### src/rtl/exu_disp_ctrl_if.sv
// ---------------------------------------------------------------------------
// exu_disp_ctrl_if
//   Handshake bundle between the decoder, the dispatch controller and the
//   execution units (ALU, long pipe and its retire path).
//   Signal names keep their original i_/o_ prefixes as seen from the
//   dispatch controller.
//
//   slave  : dispatch controller side (consumes i_*, drives o_*)
//   master : decoder / execution-unit side (drives i_*, consumes o_*)
//
//   i_disp_valid/o_disp_ready        decoded instruction handshake
//   i_disp_long/illegal              steering and illegal flag
//   i_disp_rs1en/rs2en/rdwen         register enables
//   i_disp_rs1idx/rs2idx/rdidx       register indices
//   o_alu_valid/i_alu_ready          issue to 1-cycle ALU
//   o_long_valid/i_long_ready        issue to long pipe
//   o_long_itag                      OITF tag of the issued long op
//   i_ret_valid/i_ret_itag           long-pipe retire of its oldest op
// ---------------------------------------------------------------------------
interface exu_disp_ctrl_if #(
    parameter int unsigned ITAG_W      = 1,
    parameter int unsigned RFIDX_WIDTH = 5
);
    logic                   i_disp_valid;
    logic                   o_disp_ready;
    logic                   i_disp_long;
    logic                   i_disp_illegal;
    logic                   i_disp_rs1en;
    logic                   i_disp_rs2en;
    logic                   i_disp_rdwen;
    logic [RFIDX_WIDTH-1:0] i_disp_rs1idx;
    logic [RFIDX_WIDTH-1:0] i_disp_rs2idx;
    logic [RFIDX_WIDTH-1:0] i_disp_rdidx;
    logic                   o_alu_valid;
    logic                   i_alu_ready;
    logic                   o_long_valid;
    logic                   i_long_ready;
    logic [ITAG_W-1:0]      o_long_itag;
    logic                   i_ret_valid;
    logic [ITAG_W-1:0]      i_ret_itag;

    modport slave (
        input  i_disp_valid, i_disp_long, i_disp_illegal,
        input  i_disp_rs1en, i_disp_rs2en, i_disp_rdwen,
        input  i_disp_rs1idx, i_disp_rs2idx, i_disp_rdidx,
        input  i_alu_ready, i_long_ready, i_ret_valid, i_ret_itag,
        output o_disp_ready, o_alu_valid, o_long_valid, o_long_itag
    );

    modport master (
        output i_disp_valid, i_disp_long, i_disp_illegal,
        output i_disp_rs1en, i_disp_rs2en, i_disp_rdwen,
        output i_disp_rs1idx, i_disp_rs2idx, i_disp_rdidx,
        output i_alu_ready, i_long_ready, i_ret_valid, i_ret_itag,
        input  o_disp_ready, o_alu_valid, o_long_valid, o_long_itag
    );
endinterface

### src/rtl/exu_disp_ctrl.sv
// ---------------------------------------------------------------------------
// exu_disp_ctrl
//   Dispatch scheduler between decode and the execution units. Long-latency
//   ops (mul/div, load/store) are tracked in an in-order tracking FIFO
//   (OITF) of 2**ITAG_W entries. Decoded instructions stall on RAW/WAW
//   hazards against outstanding writebacks and are steered to the ALU or
//   the long pipe. Illegal instructions drain the OITF, then trap.
//
//   clk, rst_n     clock (rising) and asynchronous active-low reset
//   i_flush        pipeline flush, blocks dispatch this cycle
//   disp           exu_disp_ctrl_if.slave handshake bundle
//   o_oitf_empty   no outstanding long ops
//   o_trap         one-cycle illegal-instruction trap pulse
//   o_err          sticky retire protocol error
// ---------------------------------------------------------------------------
module exu_disp_ctrl #(
    parameter int unsigned ITAG_W      = 1,
    parameter int unsigned RFIDX_WIDTH = 5
) (
    input  logic                 clk,
    input  logic                 rst_n,
    input  logic                 i_flush,
    exu_disp_ctrl_if.slave       disp,
    output logic                 o_oitf_empty,
    output logic                 o_trap,
    output logic                 o_err
);
    localparam int unsigned DEPTH = 1 << ITAG_W;
    localparam logic [ITAG_W:0] PTR_ONE = {{ITAG_W{1'b0}}, 1'b1};

    typedef enum logic [1:0] {
        ST_RUN   = 2'd0,
        ST_DRAIN = 2'd1,
        ST_TRAP  = 2'd2
    } state_t;

    state_t                 r_state;
    state_t                 w_state_nxt;

    logic [ITAG_W:0]        r_wr_ptr;
    logic [ITAG_W:0]        r_rd_ptr;
    logic [DEPTH-1:0]       r_ent_vld;
    logic [DEPTH-1:0]       r_ent_rdwen;
    logic [RFIDX_WIDTH-1:0] r_ent_rdidx [DEPTH];
    logic                   r_err;

    logic                   w_empty;
    logic                   w_full;
    logic                   w_hazard;
    logic                   w_go;
    logic                   w_alu_valid;
    logic                   w_long_valid;
    logic                   w_disp_ready;
    logic                   w_alloc;
    logic                   w_ret_do;
    logic                   w_ret_bad;
    logic [ITAG_W-1:0]      w_wr_idx;
    logic [ITAG_W-1:0]      w_rd_idx;

    assign w_wr_idx = r_wr_ptr[ITAG_W-1:0];
    assign w_rd_idx = r_rd_ptr[ITAG_W-1:0];
    assign w_empty  = (r_wr_ptr == r_rd_ptr);
    assign w_full   = (r_wr_ptr[ITAG_W] != r_rd_ptr[ITAG_W]) && (w_wr_idx == w_rd_idx);

    // Hazard check uses registered entries only, so an entry retiring this
    // cycle still blocks (no retire-to-dispatch bypass).
    always_comb begin
        w_hazard = 1'b0;
        for (int unsigned i = 0; i < DEPTH; i++) begin
            if (r_ent_vld[i] && r_ent_rdwen[i]) begin
                if ((disp.i_disp_rs1en && (disp.i_disp_rs1idx == r_ent_rdidx[i])) ||
                    (disp.i_disp_rs2en && (disp.i_disp_rs2idx == r_ent_rdidx[i])) ||
                    (disp.i_disp_rdwen && (disp.i_disp_rdidx  == r_ent_rdidx[i]))) begin
                    w_hazard = 1'b1;
                end
            end
        end
    end

    // Next-state and dispatch outputs
    always_comb begin
        w_state_nxt  = r_state;
        w_go         = 1'b0;
        w_alu_valid  = 1'b0;
        w_long_valid = 1'b0;
        w_disp_ready = 1'b0;

        w_go = disp.i_disp_valid && (r_state == ST_RUN) && !i_flush &&
               !disp.i_disp_illegal && !w_hazard;
        w_alu_valid  = w_go && !disp.i_disp_long;
        w_long_valid = w_go && disp.i_disp_long && !w_full;
        w_disp_ready = (w_alu_valid && disp.i_alu_ready) ||
                       (w_long_valid && disp.i_long_ready) ||
                       (r_state == ST_TRAP);

        case (r_state)
            ST_RUN: begin
                if (disp.i_disp_valid && disp.i_disp_illegal && !i_flush) begin
                    w_state_nxt = ST_DRAIN;
                end
            end
            ST_DRAIN: begin
                if (i_flush) begin
                    w_state_nxt = ST_RUN;
                end else if (w_empty) begin
                    w_state_nxt = ST_TRAP;
                end
            end
            ST_TRAP: w_state_nxt = ST_RUN;
            default: w_state_nxt = ST_RUN;
        endcase
    end

    assign w_alloc   = w_long_valid && disp.i_long_ready;
    assign w_ret_do  = disp.i_ret_valid && !w_empty;
    // Mismatched tag is flagged but the oldest entry is still retired.
    assign w_ret_bad = disp.i_ret_valid && (w_empty || (disp.i_ret_itag != w_rd_idx));

    always_ff @(posedge clk or negedge rst_n) begin
        if (!rst_n) begin
            r_state <= ST_RUN;
        end else begin
            r_state <= w_state_nxt;
        end
    end

    // Alloc and retire never hit the same slot: alloc needs not-full and
    // retire needs not-empty, so the slots differ whenever both fire.
    always_ff @(posedge clk or negedge rst_n) begin
        if (!rst_n) begin
            r_wr_ptr    <= '0;
            r_rd_ptr    <= '0;
            r_ent_vld   <= '0;
            r_ent_rdwen <= '0;
            r_err       <= 1'b0;
            for (int unsigned i = 0; i < DEPTH; i++) begin
                r_ent_rdidx[i] <= '0;
            end
        end else begin
            if (w_ret_do) begin
                r_ent_vld[w_rd_idx] <= 1'b0;
                r_rd_ptr            <= r_rd_ptr + PTR_ONE;
            end
            if (w_alloc) begin
                r_ent_vld[w_wr_idx]   <= 1'b1;
                r_ent_rdwen[w_wr_idx] <= disp.i_disp_rdwen;
                r_ent_rdidx[w_wr_idx] <= disp.i_disp_rdidx;
                r_wr_ptr              <= r_wr_ptr + PTR_ONE;
            end
            if (w_ret_bad) begin
                r_err <= 1'b1;
            end
        end
    end

    assign disp.o_alu_valid  = w_alu_valid;
    assign disp.o_long_valid = w_long_valid;
    assign disp.o_disp_ready = w_disp_ready;
    assign disp.o_long_itag  = w_wr_idx;
    assign o_oitf_empty      = w_empty;
    assign o_trap            = (r_state == ST_TRAP);
    assign o_err             = r_err;
endmodule

### src/flat_wrapper.sv
// flat-port wrapper written by rule: the top's interface ports become plain ports
module exu_disp_ctrl_flat 
#(
    parameter int unsigned ITAG_W      = 1,
    parameter int unsigned RFIDX_WIDTH = 5
)
  (clk, rst_n, i_flush, o_oitf_empty, o_trap, o_err, disp_i_disp_valid, disp_i_disp_long, disp_i_disp_illegal, disp_i_disp_rs1en, disp_i_disp_rs2en, disp_i_disp_rdwen, disp_i_disp_rs1idx, disp_i_disp_rs2idx, disp_i_disp_rdidx, disp_i_alu_ready, disp_i_long_ready, disp_i_ret_valid, disp_i_ret_itag, disp_o_disp_ready, disp_o_alu_valid, disp_o_long_valid, disp_o_long_itag);
  exu_disp_ctrl_if #(.ITAG_W(ITAG_W), .RFIDX_WIDTH(RFIDX_WIDTH)) disp_i ();
  input  logic clk;
  input  logic rst_n;
  input  logic i_flush;
  output logic o_oitf_empty;
  output logic o_trap;
  output logic o_err;
  input wire logic [$bits(disp_i.i_disp_valid)-1:0] disp_i_disp_valid;
  input wire logic [$bits(disp_i.i_disp_long)-1:0] disp_i_disp_long;
  input wire logic [$bits(disp_i.i_disp_illegal)-1:0] disp_i_disp_illegal;
  input wire logic [$bits(disp_i.i_disp_rs1en)-1:0] disp_i_disp_rs1en;
  input wire logic [$bits(disp_i.i_disp_rs2en)-1:0] disp_i_disp_rs2en;
  input wire logic [$bits(disp_i.i_disp_rdwen)-1:0] disp_i_disp_rdwen;
  input wire logic [$bits(disp_i.i_disp_rs1idx)-1:0] disp_i_disp_rs1idx;
  input wire logic [$bits(disp_i.i_disp_rs2idx)-1:0] disp_i_disp_rs2idx;
  input wire logic [$bits(disp_i.i_disp_rdidx)-1:0] disp_i_disp_rdidx;
  input wire logic [$bits(disp_i.i_alu_ready)-1:0] disp_i_alu_ready;
  input wire logic [$bits(disp_i.i_long_ready)-1:0] disp_i_long_ready;
  input wire logic [$bits(disp_i.i_ret_valid)-1:0] disp_i_ret_valid;
  input wire logic [$bits(disp_i.i_ret_itag)-1:0] disp_i_ret_itag;
  output wire logic [$bits(disp_i.o_disp_ready)-1:0] disp_o_disp_ready;
  output wire logic [$bits(disp_i.o_alu_valid)-1:0] disp_o_alu_valid;
  output wire logic [$bits(disp_i.o_long_valid)-1:0] disp_o_long_valid;
  output wire logic [$bits(disp_i.o_long_itag)-1:0] disp_o_long_itag;
  assign disp_i.i_disp_valid = disp_i_disp_valid;
  assign disp_i.i_disp_long = disp_i_disp_long;
  assign disp_i.i_disp_illegal = disp_i_disp_illegal;
  assign disp_i.i_disp_rs1en = disp_i_disp_rs1en;
  assign disp_i.i_disp_rs2en = disp_i_disp_rs2en;
  assign disp_i.i_disp_rdwen = disp_i_disp_rdwen;
  assign disp_i.i_disp_rs1idx = disp_i_disp_rs1idx;
  assign disp_i.i_disp_rs2idx = disp_i_disp_rs2idx;
  assign disp_i.i_disp_rdidx = disp_i_disp_rdidx;
  assign disp_i.i_alu_ready = disp_i_alu_ready;
  assign disp_i.i_long_ready = disp_i_long_ready;
  assign disp_i.i_ret_valid = disp_i_ret_valid;
  assign disp_i.i_ret_itag = disp_i_ret_itag;
  assign disp_o_disp_ready = disp_i.o_disp_ready;
  assign disp_o_alu_valid = disp_i.o_alu_valid;
  assign disp_o_long_valid = disp_i.o_long_valid;
  assign disp_o_long_itag = disp_i.o_long_itag;
  exu_disp_ctrl #(.ITAG_W(ITAG_W), .RFIDX_WIDTH(RFIDX_WIDTH)) u_core (.clk(clk), .rst_n(rst_n), .i_flush(i_flush), .disp(disp_i), .o_oitf_empty(o_oitf_empty), .o_trap(o_trap), .o_err(o_err));
endmodule
### config.mk
export PLATFORM = sky130hd
export DESIGN_NAME = exu_disp_ctrl_flat
export DESIGN_NICKNAME = d
export VERILOG_FILES = /design/src/rtl/exu_disp_ctrl_if.sv /design/src/rtl/exu_disp_ctrl.sv /design/src/flat_wrapper.sv
export SDC_FILE = /design/constraint.sdc
export NUM_CORES = 1
export LEC_CHECK = 0
export ABC_AREA = 0
export ABC_CLOCK_PERIOD_IN_PS = 2140
export CAP_MARGIN = 20
export CORE_MARGIN = 5
export CORE_UTILIZATION = 45
export DETAILED_ROUTE_END_ITERATION = 6
export GPL_ROUTABILITY_DRIVEN = 1
export HOLD_SLACK_MARGIN = 0.06
export PLACE_DENSITY = 0.75
export SLEW_MARGIN = 0
export SYNTH_ARGS = -nofsm -noshare
export SYNTH_HDL_FRONTEND = slang
export SYNTH_SLANG_ARGS = --single-unit
### constraint.sdc
create_clock -name clk -period 2.14 [get_ports clk]
set_clock_uncertainty 0.1 [all_clocks]
set_input_delay 0.321 -clock clk [delete_from_list [all_inputs] [get_ports clk]]
set_output_delay 0.321 -clock clk [all_outputs]
set_load 0.02 [all_outputs]
==> out/summary.log <==
INFO  status         result_of_the_run=finished with violations
INFO  status         failed_checks=negative setup slack
INFO  critical_path  cp-start-kind=register
INFO  power_and_ir_drop seq_power_share=38.8%
INFO  power_and_ir_drop comb_power_share=51.0%
INFO  layout         final_layout_size_suffix_gt1_share=29.2%
INFO  critical_path  arr_time_crit_path=1.87ns
INFO  route          route.detailed.wl_per_inst=16.4µm
INFO  route          drt_total_wl=3440µm
INFO  synth          netlist.top_cell.by_area=dfrtp_1
INFO  timing         setup_viol=9
INFO  clock_tree     tritoncts=done
INFO  place          routabilityCongestion=0.803
INFO  route          wl_met3=147µm
INFO  grt            grt_util_all_layers=17.1%
INFO  grt            grt_pass1_vias=1170
INFO  synth          synth.distinct_cells=27
INFO  critical_path  crit_fanout=4
INFO  floorplanning  die-area=4100µm²
INFO  synth          synth_mux_area_share=12.0%
INFO  synth          main_combinational_cell_family_by_area_after_synthesis=XOR/XNOR gates
INFO  layout         fin_nets=207
INFO  place          dp.final_hpwl=2690µm
INFO  clock_tree     ctsHoldBuffers=0
INFO  route          drt-initial-drc-count=35
INFO  power_and_ir_drop total_power=1.94mW
INFO  layout         final_util=68.4%
INFO  timing         fmaxAchievable=436MHz
INFO  critical_path  timing.critical_path.required=1.72ns
INFO  layout         mostFrequentLayoutCells=buf_4, clkdlybuf4s50_1, xnor2_1
INFO  floorplanning  io_count=35
INFO  layout         area_delta_synth_final=44.6%
INFO  synth          synth_enable_flop_cells=0
INFO  power_and_ir_drop part_of_the_total_power_dissipated_in_the_clock_network=10.3%
INFO  clock_tree     worstSkewPairLatency=0.31ns
INFO  layout         antenna_cells=0
INFO  timing         grt_setup_unrepaired=yes
INFO  floorplanning  core_area=2780µm²
INFO  route          drt_drc_violations_left=0
INFO  grt            global_route.overflow_total=0
INFO  route          vias=1111
INFO  timing         min_period_over_period=107%
INFO  synth          synth_compound_area_share=4.85%
INFO  synth          mapped_area=1320µm²
INFO  timing         max_slew.worst_pin.slew=0.287ns
INFO  clock_tree     clk_path_buf_depth=2
INFO  clock_tree     clkSinkCount=21
INFO  grt            initial_antenna_violation_count=0
INFO  route          vias_per_cell=5.32
INFO  layout         layout_commonest_cell=buf_4
INFO  floorplanning  start_util=47.3%
INFO  grt            global_route_wire_length_before_repair=5600µm
INFO  power_and_ir_drop p_sw_share=39.4%
INFO  min_path       hold_class=in2async
INFO  synth          synth_warn=0
INFO  route          drt.antenna.violating_nets=0
INFO  timing         drv_slew=0
INFO  run            drv_cap=0
INFO  power_and_ir_drop pwr_density_cell=1020nW/µm²
INFO  synth          yosys.area.top_type_share=40.0%
INFO  timing         finalWorstPathRequiredPeriod=2.29ns
INFO  synth          postSynthNetCount=147
INFO  floorplanning  floorplan.die.width=64.1µm
INFO  timing         timing.final.ws_setup=-0.155ns
INFO  synth          synth_fa_ha_area_share=0%
INFO  synth          yosys_register_bits=21
INFO  synth          synth_top_cells_by_area=dfrtp_1, xnor2_1, xor2_1
INFO  critical_path  crit_type=reg2out
INFO  floorplanning  die_h=64.1µm
INFO  timing         hold_viol=0
INFO  route          met1Wirelength=1420µm
INFO  power_and_ir_drop power_switching=0.764mW
INFO  place          portBuffers=34
INFO  floorplanning  placementRows=19
INFO  clock_tree     clk_pin_slew_worst_paths=0.12ns
INFO  synth          synth_xor_area_share=24.6%
INFO  synth          synth.yosys.seq_area_share=40.0%
INFO  critical_path  critical_path_sink_type=primary output
INFO  clock_tree     htreeDepth=1
INFO  clock_tree     cts_root_buf=clkbuf_4
INFO  grt            grt_max_degree=22
INFO  synth          post_synth.cell_area_avg=11.1µm²
INFO  route          number_of_optimization_iterations_in_the_first_detailed_route_pass=4
INFO  synth          synthesis.instances=119
INFO  clock_tree     numCtsBuffers=3
INFO  synth          synthArstFlopShare=100%
INFO  route          top_layer_used=met4
INFO  timing         max_slew_margin=80.7%
INFO  route          dr_wl_met2=1820µm
INFO  synth          synth_ff_type=dfrtp_1
INFO  place          place_worst_setup_slack=-0.653ns
INFO  synth          synth_simple_gate_area_share=16.8%
INFO  power_and_ir_drop ir_drop=0.944mV
INFO  timing         final.hold.worst_slack=0.245ns
INFO  power_and_ir_drop p_int=1.17mW
INFO  power_and_ir_drop static-leakage-power=0.886nW
==> power by group through the flow <==
stage               combinational, mW  clock (mW)  sequential [mW]
floorplan                       0.572           0            0.732
global placement                0.903           0            0.728
detailed placement              0.933           0            0.745
CTS                             0.949       0.200            0.738
global route                     1.06       0.227            0.778
finish                          0.988       0.199            0.752
==> registers in the layout, summed over array words and instances, names as in the netlist <==
register and count:
u_core.r_state 2, u_core.r_rd_ptr 2, u_core.r_ent_rdidx 10, u_core.r_wr_ptr 2
u_core.o_err 1, u_core.r_ent_vld 2, u_core.r_ent_rdwen 2
==> kinds of logic after synthesis <==
family                    after synthesis
xor gates and xnor gates               37
and+or+nand+nor                        36
buffers and inverters                   4
muxes                                  12
AOI/OAI and AO/OA                       9
DFF                                    21
==> Yosys cell counts (3+ instances only) <==
| cell | number |
|---|---|
| and3_1 | 3 |
| dfrtp_1 | 21 |
| inv_1 | 3 |
| mux2_2 | 6 |
| mux2_4 | 6 |
| nand2_1 | 9 |
| nand3_1 | 3 |
| nand4_1 | 6 |
| nor2_1 | 5 |
| xnor2_1 | 20 |
| xor2_1 | 17 |
==> worst max-delay path: stages, from the launching register on <==
cell	delay, ns
dfrtp_2	0.47
xor2_1	0.15
nor4_1	0.32
nand4_1	0.12
and3_4	0.21
nand2_4	0.06
o21bai_1	0.07
buf_4	0.16
==> layer usage <==
layer / vias to the layer above / global-route usage, %
met5: - / 0
met4: 0 / 4.68
met3: 7 / 2.10
met2: 29 / 30.7
met1: 541 / 21.5
li1: 534 / -
==> final timing paths <==
check | startpoint | to | slack (ns) | cells after the start
max in group asynchronous | rst_n | u_core.r_ent_rdidx[8]$_DFFE_PN0P_ | 1.47 | 2
min in group clk | u_core.o_err$_DFFE_PN0P_ | u_core.o_err$_DFFE_PN0P_ | 0.38 | 1
setup reg to reg | u_core.r_ent_rdidx[8]$_DFFE_PN0P_ | u_core.r_ent_rdidx[7]$_DFFE_PN0P_ | -0.05 | 7
hold / removal | rst_n | u_core.r_ent_rdidx[7]$_DFFE_PN0P_ | 0.25 | 2
setup / recovery | u_core.r_ent_rdidx[2]$_DFFE_PN0P_ | disp_o_disp_ready | -0.15 | 7
hold reg to reg | u_core.o_err$_DFFE_PN0P_ | u_core.o_err$_DFFE_PN0P_ | 0.38 | 1
==> timing repair <==
| action | CTS | global route |
|---|---|---|
| setup buffers | 1 | 1 |
| setup endpoints to repair | 16 | 16 |
| pin swaps | 5 | 4 |
| gates resized for setup | 27 | 11 |
| gates cloned | 0 | 0 |
==> layout make-up <==
| cell class | count | area, µm² |
|---|---|---|
| Clock buffer | 4 | 26.3 |
| Sequential cell | 21 | 531 |
| Fill cell | 228 | 880 |
| Inverter | 3 | 11.3 |
| Timing Repair Buffer | 56 | 492 |
| Multi-Input combinational cell | 94 | 803 |
| Tap cell | 31 | 38.8 |
==> through the flow <==
stage	cell area, µm²	std cells	TNS, ns
finish	1900	209	-0.633
global route	1900	209	-1.56
CTS	1860	208	-0.404
detailed placement	1830	203	-8.43
global placement	1830	203	-7.95
floorplan	1320	119	0
(Power assumes the default switching activity.)
